**src/rtl/hazard_stall_ctrl.sv**
```systemverilog
// hazard_stall_ctrl: pipeline sequencing controller for the five-stage MIPS core.
// Drives the load enables and flushes of the PC, IF/ID, ID/EX and EX/MEM registers.
// It resolves load-use hazards, branch/jump redirects and multi-cycle data-memory
// waits. It is the only block that may stall or bubble ID/EX.
//
// Optional feature macro: HAZARD_PERF_CNT_EN (adds the stall/flush performance
// counters; when undefined both counter outputs are tied to zero).
//
// Ports:
//   clk, reset            clock (rising edge), asynchronous active-low reset
//   id_rs, id_rt          source register fields of the instruction in ID
//   id_uses_rs/rt         ID instruction actually reads RS / RT
//   ex_mem_read, ex_rd    instruction in EX is a load, and its destination
//   jump_id               J/JAL/JR decoded in ID
//   branch_taken_ex       branch resolved taken in EX
//   mem_req, mem_ready    MEM-stage data access request / completion
//   pc_we .. ex_mem_we    pipeline register load enables (combinational)
//   if_id_flush           IF/ID loads a NOP (combinational)
//   id_ex_flush           ID/EX loads a bubble (combinational)
//   mem_timeout           sticky memory-timeout error flag (registered)
//   state_o               current FSM state (RUN=0, MEM_WAIT=1, ERROR=2)
//   stall_cnt, flush_cnt  performance counters
module hazard_stall_ctrl #(
    parameter int unsigned TIMEOUT_CYCLES = 255,
    parameter int unsigned CNT_W          = 32
) (
    input  logic             clk,
    input  logic             reset,
    input  logic [4:0]       id_rs,
    input  logic [4:0]       id_rt,
    input  logic             id_uses_rs,
    input  logic             id_uses_rt,
    input  logic             ex_mem_read,
    input  logic [4:0]       ex_rd,
    input  logic             jump_id,
    input  logic             branch_taken_ex,
    input  logic             mem_req,
    input  logic             mem_ready,
    output logic             pc_we,
    output logic             if_id_we,
    output logic             if_id_flush,
    output logic             id_ex_we,
    output logic             id_ex_flush,
    output logic             ex_mem_we,
    output logic             mem_timeout,
    output logic [1:0]       state_o,
    output logic [CNT_W-1:0] stall_cnt,
    output logic [CNT_W-1:0] flush_cnt
);

    localparam int unsigned WAIT_W = 16;
    localparam logic [WAIT_W-1:0] WAIT_LIMIT = WAIT_W'(TIMEOUT_CYCLES);

    typedef enum logic [1:0] {
        ST_RUN      = 2'd0,
        ST_MEM_WAIT = 2'd1,
        ST_ERROR    = 2'd2
    } state_t;

    state_t            state;
    state_t            state_nxt;
    logic [WAIT_W-1:0] wait_cnt;
    logic [WAIT_W-1:0] wait_nxt;
    logic [WAIT_W-1:0] wait_inc;
    logic              mem_ok;
    logic              mem_ok_nxt;
    logic              timeout_nxt;
    logic              lu;
    logic              if_id_flush_raw;
    logic              id_ex_flush_raw;

    // Load-use hazard: a load in EX writes a register the ID instruction reads.
    assign lu = ex_mem_read && (ex_rd != 5'd0) &&
                ((id_uses_rs && (id_rs == ex_rd)) || (id_uses_rt && (id_rt == ex_rd)));

    // Saturating wait-cycle count including the current MEM_WAIT cycle.
    assign wait_inc = (wait_cnt >= WAIT_LIMIT) ? wait_cnt : (wait_cnt + WAIT_W'(1));

    // State, wait counter, post-wait marker and sticky timeout flag.
    always_ff @(posedge clk or negedge reset) begin
        if (!reset) begin
            state       <= ST_RUN;
            wait_cnt    <= '0;
            mem_ok      <= 1'b0;
            mem_timeout <= 1'b0;
        end else begin
            state       <= state_nxt;
            wait_cnt    <= wait_nxt;
            mem_ok      <= mem_ok_nxt;
            mem_timeout <= timeout_nxt;
        end
    end

    // Next-state and pipeline control decode.
    always_comb begin
        state_nxt       = state;
        wait_nxt        = wait_cnt;
        mem_ok_nxt      = 1'b0;
        timeout_nxt     = mem_timeout;
        pc_we           = 1'b0;
        if_id_we        = 1'b0;
        id_ex_we        = 1'b0;
        ex_mem_we       = 1'b0;
        if_id_flush_raw = 1'b0;
        id_ex_flush_raw = 1'b0;

        case (state)
            ST_RUN: begin
                // mem_ok marks the cycle right after a completed wait: the
                // access has finished, so the memory condition counts as met.
                if (mem_req && !mem_ready && !mem_ok) begin
                    state_nxt = ST_MEM_WAIT;
                    wait_nxt  = '0;
                end else if (branch_taken_ex) begin
                    pc_we           = 1'b1;
                    if_id_we        = 1'b1;
                    id_ex_we        = 1'b1;
                    ex_mem_we       = 1'b1;
                    if_id_flush_raw = 1'b1;
                    id_ex_flush_raw = 1'b1;
                end else if (lu) begin
                    id_ex_we        = 1'b1;
                    ex_mem_we       = 1'b1;
                    id_ex_flush_raw = 1'b1;
                end else if (jump_id) begin
                    pc_we           = 1'b1;
                    if_id_we        = 1'b1;
                    id_ex_we        = 1'b1;
                    ex_mem_we       = 1'b1;
                    if_id_flush_raw = 1'b1;
                end else begin
                    pc_we     = 1'b1;
                    if_id_we  = 1'b1;
                    id_ex_we  = 1'b1;
                    ex_mem_we = 1'b1;
                end
            end

            ST_MEM_WAIT: begin
                // Pipeline frozen; hazard inputs are ignored here.
                wait_nxt = wait_inc;
                if (mem_ready) begin
                    state_nxt  = ST_RUN;
                    mem_ok_nxt = 1'b1;
                end else if (wait_inc == WAIT_LIMIT) begin
                    state_nxt   = ST_ERROR;
                    timeout_nxt = 1'b1;
                end
            end

            ST_ERROR: begin
                // Terminal until reset.
                state_nxt = ST_ERROR;
            end

            default: begin
                state_nxt = ST_RUN;
            end
        endcase
    end

    // A flush only takes effect when its register actually loads.
    assign if_id_flush = if_id_flush_raw && if_id_we;
    assign id_ex_flush = id_ex_flush_raw && id_ex_we;

    assign state_o = state;

`ifdef HAZARD_PERF_CNT_EN
    // Performance counters, wrapping modulo 2^CNT_W.
    always_ff @(posedge clk or negedge reset) begin
        if (!reset) begin
            stall_cnt <= '0;
            flush_cnt <= '0;
        end else begin
            if (!pc_we && (state != ST_ERROR)) begin
                stall_cnt <= stall_cnt + CNT_W'(1);
            end
            if (if_id_flush || id_ex_flush) begin
                flush_cnt <= flush_cnt + CNT_W'(1);
            end
        end
    end
`else
    assign stall_cnt = '0;
    assign flush_cnt = '0;
`endif

endmodule

```
**config.mk**
```make
export PLATFORM = sky130hd
export DESIGN_NAME = hazard_stall_ctrl
export DESIGN_NICKNAME = d
export VERILOG_FILES = /design/src/rtl/hazard_stall_ctrl.sv
export SDC_FILE = /design/constraint.sdc
export NUM_CORES = 1
export LEC_CHECK = 0
export ABC_AREA = 0
export BUFFER_PORTS_ARGS = -buffer_cell sky130_fd_sc_hd__buf_2
export CORE_AREA = 3 3 69 71
export CTS_CLUSTER_DIAMETER = 200
export DETAILED_ROUTE_END_ITERATION = 10
export DIE_AREA = 0 0 72 74
export HOLD_SLACK_MARGIN = 0.12
export PLACE_DENSITY = 0.76
export SLEW_MARGIN = 20
export SYNTH_ARGS = -nofsm -noshare
export SYNTH_HDL_FRONTEND = slang
export SYNTH_SLANG_ARGS = --single-unit
```
**constraint.sdc**
```tcl
create_clock -name clk -period 4.55 [get_ports clk]
set_clock_uncertainty 0.15 [all_clocks]
set_input_delay 0.455 -clock clk [delete_from_list [all_inputs] [get_ports clk]]
set_output_delay 0.455 -clock clk [all_outputs]
set_load 0.05 [all_outputs]
```
==> out/results.ini, run 1 <==
[pwr]
clock_power_share_pct = 27.3
peakVddDrop_uv = 173
combPwrFrac_pct = 40.0
p_per_area_mw_per_mm2 = 375
seqPwrFrac_pct = 32.7
swShare_pct = 43.6
p_leak_uw = 0.000861
p_int_uw = 361
p_switching_uw = 279

[detailed_routing]
vias_per_cell = 4.35
first_iter_violations = 23
drc_errors = 0
vias = 1167
routed_wirelength_microns = 2830
drtAntennaViolNets = 0
wl_per_cell_microns = 10.6
first_pass_iters = 4

[cells_and_area]
syn_to_final_growth_pct = 1.71
diodes = 0
final_nets = 242
drive_gt1_share_pct = 19.4
mostFrequentLayoutCell = conb_1
nFillCells = 439
most-common-layout-cells = conb_1, buf_2, dfrtp_1

[timing]
max_freq_mhz = 401
setup_viol = 0
maxSlewHeadroom_pct = 64.2
tns_ps = 0
report.final.slew_viol_count = 0
rsz0062_at_grt = no
hold_viol_final = 0
fin_crit_sh_pct = 54.8
holdWs_ps = 280
tightestPinTransition_ps = 537
finalCriticalPeriod_ps = 2490

[setup_path]
cp_max_fo = 3
cp_cell_sequence = buf_2 -> or4_1 -> o211ai_1 -> o21a_1 -> o21a_1 -> buf_2
path_class = in -> out
crit_start = ex_rd[1]
slowest_stage = or4_1
reg2reg_from = wait_cnt[0]
crit_required_ps = 3940
r2r-end = state_o[1]
reg2reg_depth = 7
cp_num_buf_inv = 2
crit_path_start_kind = primary input
worst_setup_path_end_kind = output port
cp_top_family = simple AND/OR/NAND/NOR gates
r2r_setup_slack_ps = 2120
arrival_ps = 1890
critPathMaxStageDelay_ps = 530

[clock_network]
cts_resized = 0
clock-sinks = 20
post-cts-setup-buffers = 0
h-tree-depth = 1
clkSlewWorstSetupHoldPaths_ps = 70
cts_buffers = 3
clock_latency_ps = 260
cts-root-buf = clkbuf_8
cts_tree = built
cts_buffer_depth = 2
hold_buffers = 1

[yosys]
synth_seq_cells = 20
yosys_warnings = 0
synth_edf_count = 0
syn_inst = 187
ys_seq_area_share_pct = 29.8
syn-mean-instance-area_sq_um = 8.98
synth_area_sq_mm = 0.00168
synthDistinctLibCells = 42
async_reset_ff_share_pct = 100
synthFlopType = dfrtp_1

[floorplanning]
placeableCoreArea_sq_mm = 0.00429
die_w_microns = 72
die_h_microns = 74
ios = 97
start_util_pct = 39.1
die_area_sq_mm = 0.00533
rows = 24

[global_routing]
top_usage_layer = met2
grt_pass1_vias = 975
grtUsageTotal_pct = 10.2
grt-ovfl-total = 0
met1_usage_pct = 13.0
grt_max_degree = 21
met3_usage_pct = 1.62
use_met2_pct = 17.0
antenna_found_initial = 0
grt_pass1_wl_microns = 4340

[placement]
place_hpwl_microns = 2250
io_buffers = 32
place_congestion = 0.874

[hold_path]
hp-start = mem_ready
hold_path.class = in -> reg
holdPathEnd = state_o[0]
min_path_cells = 2

[run]
maxCapViolCount = 0

[status]
status = complete, no violations

cell usage after synthesis (all sizes together) (2+ instances only):
library cell | instances | area (sq um)
dfrtp | 20 | 500
nand2 | 10 | 40.0
a21oi | 3 | 15.0
nand3 | 2 | 10.0
inv | 2 | 7.51
o31ai | 3 | 22.5
o21a | 3 | 22.5
buf | 66 | 495
nor3b | 2 | 15.0
or4 | 2 | 15.0
and3 | 2 | 12.5
a41oi | 2 | 17.5
nor4 | 2 | 33.8
nand2b | 2 | 12.5
xnor2 | 10 | 87.6
nor3 | 3 | 15.0
o21ai | 8 | 40.0
nor2 | 5 | 18.8
nand4 | 4 | 25.0
a31o | 3 | 26.3
clkbuf | 5 | 18.8
and2 | 11 | 68.8
cell families (layout without fill, tap and decap cells):
group                      Yosys count  after routing  share of synthesized area, %
and+or+nand+nor                     48             48                          17.3
AOI/OAI and AO/OA                   32             32                          14.4
muxes                                2              2                          1.27
adders and majority gates            1              1                         0.745
DFF                                 20             20                          29.8
buffers and inverters               73             39                          31.1
xor gates and xnor gates            10             10                          5.22
other                                1             64                         0.223
power groups by stage:
stage	Clock [uW]	Combinational, uW	Sequential (uW)
detailed placement	0	253	212
finish	175	256	209
floorplan	0	260	213
global route	187	276	212
global placement	0	251	211
CTS	181	256	209
worst max-delay path by stage:
stage	cells after the start	endpoint	slack (ps)
after floorplan	2	id_ex_flush	790
after detailed placement	6	if_id_flush	2030
after CTS	6	if_id_flush	2030
after global routing	7	state_o[0]	1940
after global placement	6	if_id_flush	2080
final	6	if_id_flush	2060
state kept, by name, indices dropped and copies added, names as in the netlist:
| name | count |
|---|---|
| wait_cnt | 16 |
| state_o | 2 |
| mem_ok | 1 |
| mem_timeout | 1 |
stage by stage:
stage	cells	util [%]	worst slack, ps	total power [uW]	instance area [sq um]
floorplan	250	-	791	474	1920
global placement	263	37.9	2080	462	1630
detailed placement	263	37.9	2030	465	1630
CTS	268	39.8	2030	646	1710
global route	268	39.8	1940	675	1710
finish	268	39.8	2060	640	1710
layer usage:
metal	vias up	part of all wire, %
met2	72	50
li1	570	-
met1	518	39
met4	0	2.0
met5	-	0
met3	7	9.4
layout make-up:
cell class,count,area (sq um),share of cell area (%)
repair buffers,33,170,9.96
well taps,52,65.1,3.81
inverters,2,7.51,0.440
clock inverters,1,30.0,1.76
multi-input cells,157,893,52.3
clock buffers,3,41.3,2.42
flip-flops and latches,20,500,29.3
Note: power is estimated with default switching activity, not from simulation.
==> run 2, diff against run 1 <==
- PLACE_DENSITY: 0.76 -> 0.79
- clock period: 4.55 -> 2.08 ns (I/O delays scaled with it)
==> run 2 against run 1 <==
  * The run now ends with setup timing left
  * Via count is 11% higher
  * Die area is the same
  * Final cell count grew 8.6%
  * First-iteration DRC count grew 61%
  * Critical path depth is the same
  * Clock power rose by 120%
  * Sequential share of layout area down 3.7 points
  * Core utilization rose by 5.9 points
  * Largest cell class unchanged
==> out/results.ini, run 2 (same netlist as run 1, synthesis figures left out) <==
[pwr]
p_leak_uw = 0.000985  ; +14%
peakVddDrop_uv = 608  ; +250%
p_per_area_mw_per_mm2 = 767  ; +100%

[clock_network]
clkSlewWorstSetupHoldPaths_ps = 70  ; about the same
clock-sinks = 20  ; unchanged
cts_buffers = 3  ; unchanged
cts-root-buf = clkbuf_8
h-tree-depth = 1  ; unchanged
cts_buffer_depth = 2  ; unchanged
clock_latency_ps = 260  ; about the same
cts_tree = built

[setup_path]
worst_setup_path_end_kind = flop
arrival_ps = 2280  ; +390 ps
reg2reg_depth = 6  ; -1
cp_top_family = simple AND/OR/NAND/NOR gates
slowest_stage = or4_1
cp_num_cells = 6  ; unchanged
r2r_setup_slack_ps = -150  ; -2270 ps
cp_cell_sequence = nor4_2 -> nand2_2 -> or4_1 -> o21a_1 -> a2111oi_4 -> a31o_1
crit_required_ps = 2130  ; -1810 ps
critPathMaxStageDelay_ps = 480  ; -50 ps
cp_num_buf_inv = 0  ; -2
cp_max_fo = 3  ; unchanged
path_class = reg -> reg
crit_path_start_kind = flop

[global_routing]
use_met2_pct = 23.8  ; +6.7 points
grt_max_degree = 21  ; unchanged
grt_pass1_wl_microns = 5410  ; +25%
met1_usage_pct = 14.5  ; +1.5 points
antenna_found_initial = 0  ; unchanged
grtUsageTotal_pct = 13.0  ; +2.8 points
grt_pass1_vias = 1177  ; +21%
met3_usage_pct = 2.70  ; +1.1 points
top_usage_layer = met2
grt-ovfl-total = 0  ; unchanged

[cells_and_area]
largest_reg_flops = 16  ; unchanged
diodes = 0  ; unchanged
drive_gt1_share_pct = 32.2  ; +13 points
stdcell_area_sq_mm = 0.00196  ; +15%
mostFrequentLayoutCell = conb_1
regMostFlops = wait_cnt
most-common-layout-cells = conb_1, buf_2, buf_4
syn_to_final_growth_pct = 16.8
final_util_pct = 45.7  ; +5.9 points
final_nets = 265  ; +9.5%

[placement]
place_hpwl_microns = 2650  ; +18%
post_dp_cell_area_sq_mm = 0.00182  ; +12%
io_buffers = 32  ; unchanged
post-place-ws_ps = -201  ; -2230 ps
place_congestion = 0.865  ; -1.0%

[timing]
hold_viol_final = 0  ; unchanged
setup_viol = 3  ; +3
finalCriticalPeriod_ps = 2230
report.final.slew_viol_count = 0  ; unchanged
rsz0062_at_grt = yes
tns_ps = -416  ; -416 ps
holdWs_ps = 188  ; -91.9 ps
fin_crit_sh_pct = 107
max_freq_mhz = 449
setup_slack_ps = -145  ; -2200 ps

[detailed_routing]
vias = 1298  ; +11%
drc_errors = 0  ; unchanged
drtAntennaViolNets = 0  ; unchanged
first_pass_iters = 4  ; unchanged
first_iter_violations = 37  ; +61%
wl_per_cell_microns = 11.8  ; +11%
routed_wirelength_microns = 3420  ; +21%
vias_per_cell = 4.46  ; +2.4%

[run]
maxCapViolCount = 0  ; unchanged

[hold_path]
min_path_cells = 3  ; +1
hold_path.class = in -> reg

[floorplanning]
die_h_microns = 74  ; unchanged
start_util_pct = 39.1  ; unchanged
placeableCoreArea_sq_mm = 0.00429  ; unchanged
die_area_sq_mm = 0.00533  ; unchanged
die_w_microns = 72  ; unchanged
ios = 97  ; unchanged
rows = 24  ; unchanged

[status]
status = finished, violations left
violations = setup timing

-- run 2: worst register-to-register path, stage by stage, from the launching register on --
cell,delay [ps]
dfrtp_1,380
nor4_2,330
nand2_2,100
or4_1,480
o21a_1,150
a2111oi_4,380
a31o_1,200
-- run 2: per-layer routing --
layer | vias up | wire, microns
li1 | 615 | -
met1 | 615 | 1240
met2 | 63 | 1850
met3 | 5 | 286
met4 | 0 | 50
met5 | - | 0
-- run 2: final cells by class --
| class | count | area, sq um |
|---|---|---|
| flip-flops and latches | 20 | 503 |
| fillers | 407 | 2330 |
| well taps | 52 | 65.1 |
| multi-input cells | 157 | 962 |
| clock inverters | 1 | 30.0 |
| inverters | 2 | 7.51 |
| repair buffers | 56 | 353 |
| clock buffers | 3 | 41.3 |
-- run 2: through the flow --
stage	cells	power [uW]
after detailed placement	283	1110
after floorplan	250	1050
after CTS	289	1510
final	291	1510
after global placement	283	1090
after global routing	291	1580
-- run 2: timing repair --
item                                   CTS  global route
resized for setup                        0            12
endpoints found under the hold margin   22             0
buffers inserted                         0             3
setup endpoints to repair                3             8
hold buffers                             2             0
pin swaps                                6             4
-- run 2: where the power goes --
part	internal [uW]	switching [uW]	total [uW]
clock network	257	131	388
registers	421	29.4	450
logic	179	489	667
-- run 2: final timing paths --
| kind | from | end |
|---|---|---|
| worst max register to register | wait_cnt[14] | state_o[1] |
| worst min register to register | mem_timeout | mem_timeout |
| min in group asynchronous | reset | wait_cnt[11] |
| worst max-delay path | wait_cnt[14] | state_o[1] |
| max in group asynchronous | reset | state_o[0] |
| worst min-delay path | mem_ready | state_o[1] |
==> run 3, diff against run 2 <==
- SETUP_SLACK_MARGIN: unset -> 0.4
==> run 3 against run 2 <==
  * Fmax down 2.3%
  * Core utilization up 5.6 points
  * Worst setup slack worse by 53 ps
  * The flow still finishes with violations (setup timing)
  * Sequential cell count unchanged
  * Hold slack worse by 14 ps
  * Via count up 2.2%
  * Largest power group unchanged
  * Power up 1.7%
  * Register-to-register slack worse by 50 ps
  * Clock power down 23%
  * Final cell count up 3.1%
  * Count of clock-buffer cells in the layout up 1
  * Combinational power up 17%
==> out/results.ini, run 3 (same netlist as run 1, synthesis figures left out) <==
[floorplanning]
placeableCoreArea_sq_mm = 0.00429  ; unchanged
start_util_pct = 39.1  ; unchanged
ios = 97  ; unchanged
die_h_microns = 74  ; unchanged
die_w_microns = 72  ; unchanged
die_area_sq_mm = 0.00533  ; unchanged
rows = 24  ; unchanged

[timing]
holdWs_ps = 174  ; -13.9 ps
max_freq_mhz = 439  ; -2.3%
fin_crit_sh_pct = 110  ; +2.5 points
rsz0062_at_grt = yes
hold_viol_final = 0  ; unchanged
finalCriticalPeriod_ps = 2280  ; +52.6 ps
setup_viol = 9  ; +6
setup_slack_ps = -198  ; -52.6 ps
report.final.slew_viol_count = 0  ; unchanged

[clock_network]
clock-sinks = 20  ; unchanged
clkSlewWorstSetupHoldPaths_ps = 80  ; about the same
clock_latency_ps = 260  ; about the same
cts_buffers = 3  ; unchanged
cts_buffer_depth = 2  ; unchanged
cts-root-buf = clkbuf_8
h-tree-depth = 1  ; unchanged
cts_tree = built

[placement]
place_congestion = 0.871  ; +0.74%
io_buffers = 32  ; unchanged
place_hpwl_microns = 2620  ; -1.4%
placed_cells = 281  ; -0.71%

[cells_and_area]
mostFrequentLayoutCell = conb_1
diodes = 0  ; unchanged
ff_latch_area_sq_um = 505  ; +0.50%
nFillCells = 387  ; -4.9%
drive_gt1_share_pct = 39.5  ; +7.3 points
largest_reg_flops = 16  ; unchanged
multi_input_area_sq_mm = 0.00105  ; +9.1%
regMostFlops = wait_cnt
fin_cells = 300  ; +3.1%
final_nets = 274  ; +3.4%
most-common-layout-cells = conb_1, buf_2, buf_4
syn_to_final_growth_pct = 31.1

[setup_path]
crit_path_start_kind = flop
path_class = reg -> reg
crit_required_ps = 2140  ; about the same
arrival_ps = 2330  ; +50 ps
reg2reg_depth = 6  ; unchanged
cp-endpoint = mem_timeout
r2r-end = mem_timeout
r2r_setup_slack_ps = -200  ; -50 ps
worst_setup_path_end_kind = flop
cp_max_fo = 3  ; unchanged
crit_start = wait_cnt[12]
reg2reg_from = wait_cnt[12]

[run]
maxCapViolCount = 0  ; unchanged

[global_routing]
grtUsageTotal_pct = 13.2  ; +0.16 points
grt_pass1_vias = 1157  ; -1.7%
grt-ovfl-total = 0  ; unchanged
grt_pass1_wl_microns = 5490  ; +1.4%
grt_max_degree = 21  ; unchanged
antenna_found_initial = 0  ; unchanged

[detailed_routing]
vias = 1326  ; +2.2%
first_pass_iters = 4  ; unchanged
vias_per_cell = 4.42  ; -0.91%
first_iter_violations = 16  ; -57%
routed_wirelength_microns = 3770  ; +10%
drc_errors = 0  ; unchanged
drtAntennaViolNets = 0  ; unchanged
wl_per_cell_microns = 12.6  ; +6.9%

[hold_path]
hold_path.class = in -> reg

[pwr]
peakVddDrop_uv = 507  ; -17%
p_per_area_mw_per_mm2 = 695  ; -9.4%
p_leak_uw = 0.00109  ; +10%

[status]
status = finished, violations left
violations = setup timing

run 3: layer usage:
| metal | vias to the layer above | global-route usage, % | wire (microns) |
|---|---|---|---|
| li1 | 635 | - | - |
| met1 | 622 | 15.4 | 1340 |
| met2 | 63 | 24.7 | 2070 |
| met3 | 6 | 2.03 | 278 |
| met4 | 0 | 4.38 | 74 |
| met5 | - | 0 | 0 |
run 3: layout make-up:
cell class	instances	area share (%)
Clock buffer	4	2.50
Inverter	2	0.341
Multi-Input combinational cell	157	47.7
Sequential cell	20	23.0
Tap cell	52	2.95
Timing Repair Buffer	65	23.6
run 3: critical path, stage by stage, from the launching register on:
cell	delay (ps)
dfrtp_1	400
nor4_4	320
nand2_2	110
or4_4	530
o21a_1	160
a2111oi_4	350
a31o_1	190
run 3: power by group:
| group | internal [uW] | leakage [uW] | switching, uW |
|---|---|---|---|
| sequential | 421 | 0.000268 | 32.9 |
| clock | 169 | 0.0000288 | 130 |
| combinational | 265 | 0.000789 | 514 |
| total | 855 | 0.00109 | 676 |
run 3: per-stage QoR:
step                util, %  power (uW)  worst slack, ps  instance area, sq um  TNS, ps
finish                 51.3        1530             -198                  2200     -886
CTS                    48.3        1500             -172                  2070     -659
floorplan                 -        1060             -136                  1970     -386
global route           51.3        1600             -284                  2200    -1780
detailed placement     42.0        1100             -225                  1800     -638
global placement       42.0        1090             -151                  1800     -430
run 3: how the worst min path moves through the flow:
stage	cells past startpoint	to	startpoint
final	3	state_o[1]	mem_ready
after global routing	3	state_o[1]	mem_ready
after CTS	3	state_o[1]	mem_ready
after detailed placement	1	wait_cnt[15]	reset
after global placement	1	wait_cnt[12]	reset
after floorplan	0	mem_ok	reset
run 3: timing repair:
item	CTS	global route
pin swaps	16	17
hold buffers	2	0
hold endpoints to repair	22	0
endpoints found under the setup margin	16	17
gates resized for setup	43	20
setup buffers	7	6
